<file path="src/rtl/mc_pkg.sv">
// Shared constants for the multicycle MIPS control path: opcodes, ALUOp
// codes, FSM state encodings and datapath select codes.
package mc_pkg;

  // Opcodes (instr[31:26])
  localparam logic [5:0] OP_RTYPE = 6'b000000;
  localparam logic [5:0] OP_LW    = 6'b100011;
  localparam logic [5:0] OP_SW    = 6'b101011;
  localparam logic [5:0] OP_BEQ   = 6'b000100;
  localparam logic [5:0] OP_BNE   = 6'b000101;
  localparam logic [5:0] OP_ADDI  = 6'b001000;
  localparam logic [5:0] OP_J     = 6'b000010;

  // ALUOp to the ALU control decoder
  localparam logic [1:0] ALUOP_ADD   = 2'b00;
  localparam logic [1:0] ALUOP_SUB   = 2'b01;
  localparam logic [1:0] ALUOP_FUNCT = 2'b10;

  // FSM state encodings (also exported on state_o)
  localparam logic [3:0] S_FETCH   = 4'd0;
  localparam logic [3:0] S_DECODE  = 4'd1;
  localparam logic [3:0] S_MEMADR  = 4'd2;
  localparam logic [3:0] S_MEMRD   = 4'd3;
  localparam logic [3:0] S_MEMWB   = 4'd4;
  localparam logic [3:0] S_MEMWR   = 4'd5;
  localparam logic [3:0] S_RTYPEEX = 4'd6;
  localparam logic [3:0] S_RTYPEWB = 4'd7;
  localparam logic [3:0] S_BEQEX   = 4'd8;
  localparam logic [3:0] S_ADDIEX  = 4'd9;
  localparam logic [3:0] S_ADDIWB  = 4'd10;
  localparam logic [3:0] S_JEX     = 4'd11;
  localparam logic [3:0] S_BNEEX   = 4'd12;

  // ALU B-operand select
  localparam logic [1:0] ALUB_REGB   = 2'b00;
  localparam logic [1:0] ALUB_FOUR   = 2'b01;
  localparam logic [1:0] ALUB_IMM    = 2'b10;
  localparam logic [1:0] ALUB_IMM_SH = 2'b11;

  // PC source select
  localparam logic [1:0] PCSRC_ALU    = 2'b00;
  localparam logic [1:0] PCSRC_ALUOUT = 2'b01;
  localparam logic [1:0] PCSRC_JUMP   = 2'b10;

  // States that hold a memory request open and are covered by the timeout
  function automatic logic is_mem_state(input logic [3:0] s);
    return (s == S_FETCH) || (s == S_MEMRD) || (s == S_MEMWR);
  endfunction

endpackage

</file>
<file path="src/rtl/mc_mem_timer.sv">
// Memory wait timer: counts stalled request cycles and flags when the
// count reaches MEM_TIMEOUT while still stalled. MEM_TIMEOUT = 0 disables it.
module mc_mem_timer #(
  parameter int MEM_TIMEOUT = 15,
  parameter int TO_W        = 4
) (
  input  logic clk,
  input  logic rst_n,
  input  logic waiting,
  input  logic clear,
  output logic expired
);

  localparam logic [TO_W-1:0] LIMIT = TO_W'(MEM_TIMEOUT);

  logic [TO_W-1:0] cnt_q, cnt_d;

  // Limit compare; only meaningful while the request is still stalled
  always_comb begin
    expired = (MEM_TIMEOUT != 0) && waiting && (cnt_q == LIMIT);
  end

  // Count stalled cycles; restart on a state change or after an abort
  always_comb begin
    cnt_d = cnt_q;
    if (clear || expired) cnt_d = '0;
    else if (waiting)     cnt_d = cnt_q + 1'b1;
  end

  // Counter register
  always_ff @(posedge clk or negedge rst_n) begin
    if (!rst_n) cnt_q <= '0;
    else        cnt_q <= cnt_d;
  end

endmodule

</file>
<file path="src/rtl/multicycle_control.sv">
// Main control FSM for the multicycle MIPS datapath. Outputs decode from the
// state register (plus opcode / mem_ready where needed). Strobes are gated
// off while in reset and on a memory timeout abort.
// Optional macro MC_BNE_EN adds the BNEEX state for opcode 000101.
module multicycle_control
  import mc_pkg::*;
#(
  parameter int MEM_TIMEOUT = 15,
  parameter int TO_W        = 4
) (
  input  logic       clk,
  input  logic       rst_n,
  input  logic [5:0] opcode,
  input  logic       mem_ready,
  output logic       mem_req,
  output logic       mem_we,
  output logic       iord,
  output logic       ir_write,
  output logic       pc_write,
  output logic       branch,
  output logic       branch_ne,
  output logic [1:0] pc_src,
  output logic       alu_src_a,
  output logic [1:0] alu_src_b,
  output logic [1:0] alu_op,
  output logic       reg_dst,
  output logic       mem_to_reg,
  output logic       reg_write,
  output logic       illegal_op,
  output logic       mem_error,
  output logic [3:0] state_o
);

  logic [3:0] state_q, state_d;
  logic       waiting, expired, strobe_en;
  logic       mem_req_r, mem_we_r, ir_write_r, pc_write_r, branch_r, branch_ne_r;
  logic       reg_write_r, illegal_r;

  // A memory state with no completion this cycle is a stall cycle
  always_comb begin
    waiting = is_mem_state(state_q) && !mem_ready;
  end

  mc_mem_timer #(.MEM_TIMEOUT(MEM_TIMEOUT), .TO_W(TO_W)) u_timer (
    .clk     (clk),
    .rst_n   (rst_n),
    .waiting (waiting),
    .clear   (state_d != state_q),
    .expired (expired)
  );

  // Per-state output decode and next-state selection
  always_comb begin
    state_d     = state_q;
    mem_req_r   = 1'b0;
    mem_we_r    = 1'b0;
    ir_write_r  = 1'b0;
    pc_write_r  = 1'b0;
    branch_r    = 1'b0;
    branch_ne_r = 1'b0;
    reg_write_r = 1'b0;
    illegal_r   = 1'b0;
    iord        = 1'b0;
    pc_src      = PCSRC_ALU;
    alu_src_a   = 1'b0;
    alu_src_b   = ALUB_REGB;
    alu_op      = ALUOP_ADD;
    reg_dst     = 1'b0;
    mem_to_reg  = 1'b0;
    case (state_q)
      S_FETCH: begin
        mem_req_r  = 1'b1;
        alu_src_b  = ALUB_FOUR;
        ir_write_r = mem_ready;
        pc_write_r = mem_ready;
        if (mem_ready) state_d = S_DECODE;
      end
      S_DECODE: begin
        alu_src_b = ALUB_IMM_SH;
        case (opcode)
          OP_LW, OP_SW: state_d = S_MEMADR;
          OP_RTYPE:     state_d = S_RTYPEEX;
          OP_BEQ:       state_d = S_BEQEX;
          OP_ADDI:      state_d = S_ADDIEX;
          OP_J:         state_d = S_JEX;
`ifdef MC_BNE_EN
          OP_BNE:       state_d = S_BNEEX;
`endif
          default: begin
            illegal_r = 1'b1;
            state_d   = S_FETCH;
          end
        endcase
      end
      S_MEMADR: begin
        alu_src_a = 1'b1;
        alu_src_b = ALUB_IMM;
        state_d   = (opcode == OP_LW) ? S_MEMRD : S_MEMWR;
      end
      S_MEMRD: begin
        mem_req_r = 1'b1;
        iord      = 1'b1;
        if (mem_ready) state_d = S_MEMWB;
      end
      S_MEMWB: begin
        mem_to_reg  = 1'b1;
        reg_write_r = 1'b1;
        state_d     = S_FETCH;
      end
      S_MEMWR: begin
        mem_req_r = 1'b1;
        mem_we_r  = 1'b1;
        iord      = 1'b1;
        if (mem_ready) state_d = S_FETCH;
      end
      S_RTYPEEX: begin
        alu_src_a = 1'b1;
        alu_op    = ALUOP_FUNCT;
        state_d   = S_RTYPEWB;
      end
      S_RTYPEWB: begin
        reg_dst     = 1'b1;
        reg_write_r = 1'b1;
        state_d     = S_FETCH;
      end
      S_BEQEX: begin
        alu_src_a = 1'b1;
        alu_op    = ALUOP_SUB;
        branch_r  = 1'b1;
        pc_src    = PCSRC_ALUOUT;
        state_d   = S_FETCH;
      end
      S_ADDIEX: begin
        alu_src_a = 1'b1;
        alu_src_b = ALUB_IMM;
        state_d   = S_ADDIWB;
      end
      S_ADDIWB: begin
        reg_write_r = 1'b1;
        state_d     = S_FETCH;
      end
      S_JEX: begin
        pc_src     = PCSRC_JUMP;
        pc_write_r = 1'b1;
        state_d    = S_FETCH;
      end
`ifdef MC_BNE_EN
      S_BNEEX: begin
        alu_src_a   = 1'b1;
        alu_op      = ALUOP_SUB;
        branch_r    = 1'b1;
        branch_ne_r = 1'b1;
        pc_src      = PCSRC_ALUOUT;
        state_d     = S_FETCH;
      end
`endif
      default: state_d = S_FETCH;
    endcase
    // A timed-out access is abandoned and the instruction restarts at fetch
    if (expired) state_d = S_FETCH;
  end

  // State register
  always_ff @(posedge clk or negedge rst_n) begin
    if (!rst_n) state_q <= S_FETCH;
    else        state_q <= state_d;
  end

  // Strobe gating: reset kills everything, an abort leaves only mem_error
  always_comb begin
    strobe_en  = rst_n && !expired;
    mem_req    = strobe_en && mem_req_r;
    mem_we     = strobe_en && mem_we_r;
    ir_write   = strobe_en && ir_write_r;
    pc_write   = strobe_en && pc_write_r;
    branch     = strobe_en && branch_r;
    reg_write  = strobe_en && reg_write_r;
    illegal_op = strobe_en && illegal_r;
    mem_error  = rst_n && expired;
`ifdef MC_BNE_EN
    branch_ne  = branch_ne_r;
`else
    branch_ne  = 1'b0;
`endif
    state_o    = state_q;
  end

endmodule

</file>
<file path="config.mk">
export PLATFORM = sky130hd
export DESIGN_NAME = multicycle_control
export DESIGN_NICKNAME = d
export VERILOG_FILES = /design/src/rtl/mc_pkg.sv /design/src/rtl/mc_mem_timer.sv /design/src/rtl/multicycle_control.sv
export SDC_FILE = /design/constraint.sdc
export NUM_CORES = 1
export LEC_CHECK = 0
export ABC_AREA = 0
export CAP_MARGIN = 20
export CORE_MARGIN = 2
export CORE_UTILIZATION = 30
export CTS_CLUSTER_SIZE = 20
export DETAILED_ROUTE_END_ITERATION = 6
export DONT_BUFFER_PORTS = 1
export PLACE_DENSITY_LB_ADDON = 0.08
export SLEW_MARGIN = 20
export SYNTH_ARGS = -nofsm -noshare
export SYNTH_HDL_FRONTEND = slang
export SYNTH_SLANG_ARGS = --single-unit
</file>
<file path="constraint.sdc">
create_clock -name clk -period 1.69 [get_ports clk]
set_clock_uncertainty 0.1 [all_clocks]
set_input_delay 0.0845 -clock clk [delete_from_list [all_inputs] [get_ports clk]]
set_output_delay 0.0845 -clock clk [all_outputs]
set_load 0.02 [all_outputs]
</file>
-- Yosys cells after proc, flatten, opt, wreduce, memory -nomap -nowiden
Cells that the tools add are included.
- mux-type cells: 24
- add/sub/neg operators: 1
- reduce and logical (&&, ||, !) cells: 26
- equal/unequal tests: 18
- operators with widths (kind ; count):
    $pmux 4 s7 ; 1
    $mux 4 ; 6
    $eq 4x4->1 const B ; 5
    $pmux 4 s5 ; 1
    $eq 4x3->1 const B ; 4
    $eq 6x6->1 const B ; 2
    $logic_and 1x1->1 ; 11
    $mux 1 ; 11
    $eq 4x2->1 const B ; 2
    $pmux 2 s2 ; 2
    $eq 6x2->1 const B ; 1
    $eq 6x3->1 const B ; 1
    $eq 6x4->1 const B ; 1
    $logic_not 6->1 ; 1
    $pmux 2 s3 ; 1
    $reduce_or 2->1 ; 3
    $reduce_or 3->1 ; 2
    $reduce_or 6->1 ; 1
    $add 4x1->4 const B ; 1
    $eq 4x1->1 const B ; 1
    $logic_not 4->1 ; 1
    $ne 4x4->1 ; 1
    $reduce_or 4->1 ; 1
    $logic_or 1x1->1 ; 3
    other kinds (4) ; 5
- bits in registers: 8
- input port bits: 9
- word-level logic and storage cells: 71
- output and inout port bits: 23

-- Longest topological paths before layout
- depth after elaboration: 9
- depth in mapped cells: 7
- mapped depth without buffers: 5

-- Hierarchy
From an unflattened synthesis, not the netlist that was laid out.
- cell total of the unflattened synthesis: 141
- area total of the unflattened synthesis: 994.7 um^2
- modules (own cells, without submodules) (module ; times used ; area an instance (um^2) ; seq. area each (um^2) ; cells an instance):
    multicycle_control ; 1 ; 792.0 ; 100.1 ; 119
    mc_mem_timer ; 1 ; 202.7 ; 100.1 ; 22

-- Worst setup path after synthesis
No wires, ideal clock.
- path type: flip-flop to output port
- start: register state_q[2], in the netlist state_o[2]
- end: output port branch
- path buffers: 1
- path slack: -284 ps
- data required time: 1505 ps
- cell stages (with the launch flop): 5
- data arrival time: 1790 ps
- cells stage by stage: dfrtp_1 buf_2 nand2b_1 nor3_1 and3_1
- cells in the longest elaborated chain, start to end: 8
- elaborated cells between the ends (all ways): 12
- classes of those cells: eq/ne: 3; mux: 1; reduce/logical: 8
- RTL lines (element ; line ; source):
    start, declared ; multicycle_control.sv:34 ; logic [3:0] state_q, state_d;
    start signal, assigned ; multicycle_control.sv:166 ; else state_q <= state_d;
    $eq 4x2->1 or $logic_not 4->1 (tied branches) ; mc_pkg.sv:47 ; return (s == S_FETCH) || (s == S_MEMRD) || (s == S_MEMWR);
    $logic_or 1x1->1 (2 in a row) ; mc_pkg.sv:47 ;
    $logic_and 1x1->1 ; multicycle_control.sv:41 ; waiting = is_mem_state(state_q) && !mem_ready;
    $logic_and 1x1->1 ; mc_mem_timer.sv:20 ; expired = (MEM_TIMEOUT != 0) && waiting && (cnt_q == LIMIT);
    $logic_not 1->1 ; multicycle_control.sv:171 ; strobe_en = rst_n && !expired;
    $logic_and 1x1->1 ; multicycle_control.sv:171 ;
    $logic_and 1x1->1 (*) ; multicycle_control.sv:176 ; branch = strobe_en && branch_r;
    end, declared ; multicycle_control.sv:20 ; output logic branch,
Mark *: on every way between the ends. The rest lies on a longest branch, timed or not.

-- Final worst setup path
- start: register u_timer.cnt_q[0]
- end: output port pc_write
- cells in the longest elaborated chain, start to end: 5
- RTL lines (element ; line ; source):
    start, declared ; mc_mem_timer.sv:16 ; logic [TO_W-1:0] cnt_q, cnt_d;
    start signal, assigned ; mc_mem_timer.sv:33 ; else cnt_q <= cnt_d;
    $eq 4x4->1 ; mc_mem_timer.sv:20 ;
    $logic_and 1x1->1 ; mc_mem_timer.sv:20 ;
    $logic_not 1->1 ; multicycle_control.sv:171 ;
    $logic_and 1x1->1 ; multicycle_control.sv:171 ;
    $logic_and 1x1->1 ; multicycle_control.sv:175 ; pc_write = strobe_en && pc_write_r;
    end, declared ; multicycle_control.sv:19 ; output logic pc_write,
Every way passes these cells.

==> results.yml <==
outcome:
  status: "finished, violations left"
  violations: "setup timing"
floorplan:
  die-width_um: 54.7
  core-area_mm2: 0.00245
  rows: 18
  dieArea_mm2: 0.00299
  start_util: 0.314
  die_h_um: 54.7
  ios: 32
placement:
  place.gp.congestion: 0.756
  dp_hpwl_um: 1710
  place_area_mm2: 0.00103
  placedCellCount: 154
  port_buffers: 0
synth:
  yosysSeqAreaShare: 0.259
  synth_flop_cell: "dfrtp_1"
  syn_area_per_cell_um2: 7.35
  synthDistinctLibCells: 35
  yosysWarnings: 0
  synth_largest_area_cell: "dfrtp_1"
  synth_area_leaders: "dfrtp_1 (26%), nor3_1 (8.4%), nor2_1 (5.8%)"
  ys_async_sr_fraction: 1.00
  synth_fp_nets: 115
  synth_top_area_share: 0.259
  synth-seq-cells: 8
  syn_area_um2: 772
  syn_inst: 105
  synth-edff-count: 0
sta:
  period_share: 1.06
  whs_ns: 0.0357
  drv_slew: 0
  setup_viol: 11
  timing_worst_slew_pin_value_ns: 0.537
  hold_viol_final: 0
  slew_headroom: 0.639
  rsz0062_at_grt: "true"
  setup_ws_ns: -0.0945
  period_needed_ns: 1.78
  finalSetupTns_ns: -0.725
  fmax_mhz: 560
job:
  maxCapViolCount: 0
final_layout:
  seq_area_um2: 204
  finalNonFillerCells: 177
  final_area_mm2: 0.00139
  diodes: 0
  fillers: 244
  drive_gt1_frac: 0.483
  num-nets-final: 158
  multi_input_area_um2: 644
  syn_to_final_growth_pct: 79.4
  utilization: 0.564
detailed_routing:
  num_vias: 924
  firstDrtPassIters: 5
  remaining_drc_errors: 0
  drtIter0Drc: 10
  vias_per_cell: 5.22
  routed_wl_um: 2600
  routedWlPerCell_um: 14.7
  ant_nets: 0
cts:
  path_clk_slew_ns: 0.07
  clock-sinks: 8
  cts_tree: "done"
  clk_path_buf_depth: 2
  cts_made_buffers: 3
  clk_root_buffer_cell: "clkbuf_4"
  htreeDepth: 1
  clk_latency_ns: 0.26
power:
  powerDensity_mw_per_mm2: 915
  p_leak_nw: 0.591
  peakVddDrop_mv: 0.544
global_routing:
  grtUsageMet1: 0.256
  track_usage: 0.179
  grt_start_max_net_pins: 11
  grt_pass1_vias: 868
  grt_use_met3: 0.0301
  antenna_found_initial: 0
  grt_overflow: 0
  met2_usage: 0.278
  grt_first_pass_wirelength_um: 3900
  grt.busiest_layer: "met2"
critical_path:
  start_kind: "flip-flop"
  crit_required_ns: 1.51
  crit_fanout: 6
  cp-end-kind: "output port"
  crit_arrival_ns: 1.60
  crit_type: "reg2out"
  worstRegToRegCells: 7
min_path:
  hold_path_class: "in2reg"
  holdPathStages: 3
## final timing paths
| check | from | to | slack (ns) |
|---|---|---|---|
| worst min register to register | u_timer.cnt_q[0] | u_timer.cnt_q[0] | 0.36 |
| max in group asynchronous | rst_n | state_o[1] | 1.11 |
| worst max register to register | state_o[1] | state_o[2] | -0.06 |
| min in group asynchronous | rst_n | state_o[3] | 0.08 |
| worst min-delay path | opcode[5] | state_o[1] | 0.04 |
| worst max-delay path | u_timer.cnt_q[0] | pc_write | -0.09 |
## state kept, by name (all words and copies together) (netlist names)
register       count
u_timer.cnt_q      4
state_o            4
## cells in the final DEF, fill, tap and decap left out, drive strengths merged, types with 3 or more instances in the layout
cell,count
or3,4
nor3,13
nand2,4
nand2b,4
dlygate4sd3,6
nor2,12
o21ai,5
nor3b,3
nor4,4
xor2,4
and3,4
buf,39
a31oi,4
clkbuf,4
nand3,4
dfrtp,8
a21oi,6
## cell type report
type,count,area share
Sequential cell,8,0.147
Clock buffer,4,0.0190
Multi-Input combinational cell,87,0.465
Inverter,1,0.00271
Timing Repair Buffer,47,0.339
Tap cell,30,0.0271
## critical path, cell delays in order, from the launching register on
cell     delay (ns)
dfrtp_1        0.39
ha_1           0.22
and3_4         0.19
nand3_2        0.09
nand2_4        0.10
nor3_4         0.21
buf_6          0.14
## synthesized netlist by cell type (4+ instances only)
library cell / n
nor2_1: 12
nor3_1: 13
nand2b_1: 4
nand2_1: 4
xor2_1: 4
dfrtp_1: 8
a21oi_1: 6
or3_1: 4
and3_1: 4
buf_2: 4
a31oi_1: 4
nand3_1: 4
## repair_timing
item | in CTS | in global routing
buffers inserted | 8 | 3
gates cloned | 2 | 0
endpoints found under the hold margin | 11 | 0
hold buffers | 6 | 0
gates resized for setup | 20 | 11
pin swaps | 13 | 10
endpoints found under the setup margin | 10 | 16
## per-stage QoR
step / power, W / worst slack [ns]
after floorplan: 0.000657 / -0.0739
after global routing: 0.00134 / -0.153
after detailed placement: 0.000833 / 0.0184
final: 0.00127 / -0.0945
after global placement: 0.000838 / 0.0210
after CTS: 0.00121 / -0.0850
## power by group
part	leakage (nW)	switching (W)	internal, W
combinational	0.472	0.000381	0.000454
sequential	0.104	0.0000452	0.000223
clock	0.0150	0.0000742	0.0000906
total	0.591	0.000501	0.000767
## layer usage
layer,part of all wire,vias to the layer above
met1,0.46,421
li1,-,468
met2,0.47,31
met5,0,-
met3,0.057,4
met4,0.0081,0
## kinds of logic after synthesis
family / Yosys count / synth area share
flip-flops: 8 / 0.259
AO/OA/AOI/OAI: 20 / 0.156
adder cells (fa/ha/maj): 1 / 0.0162
buffers and inverters: 10 / 0.0697
AND/OR/NAND/NOR: 58 / 0.413
other: 1 / 0.00486
multiplexers: 1 / 0.0130
XOR/XNOR: 6 / 0.0681
(Power assumes the default switching activity.)
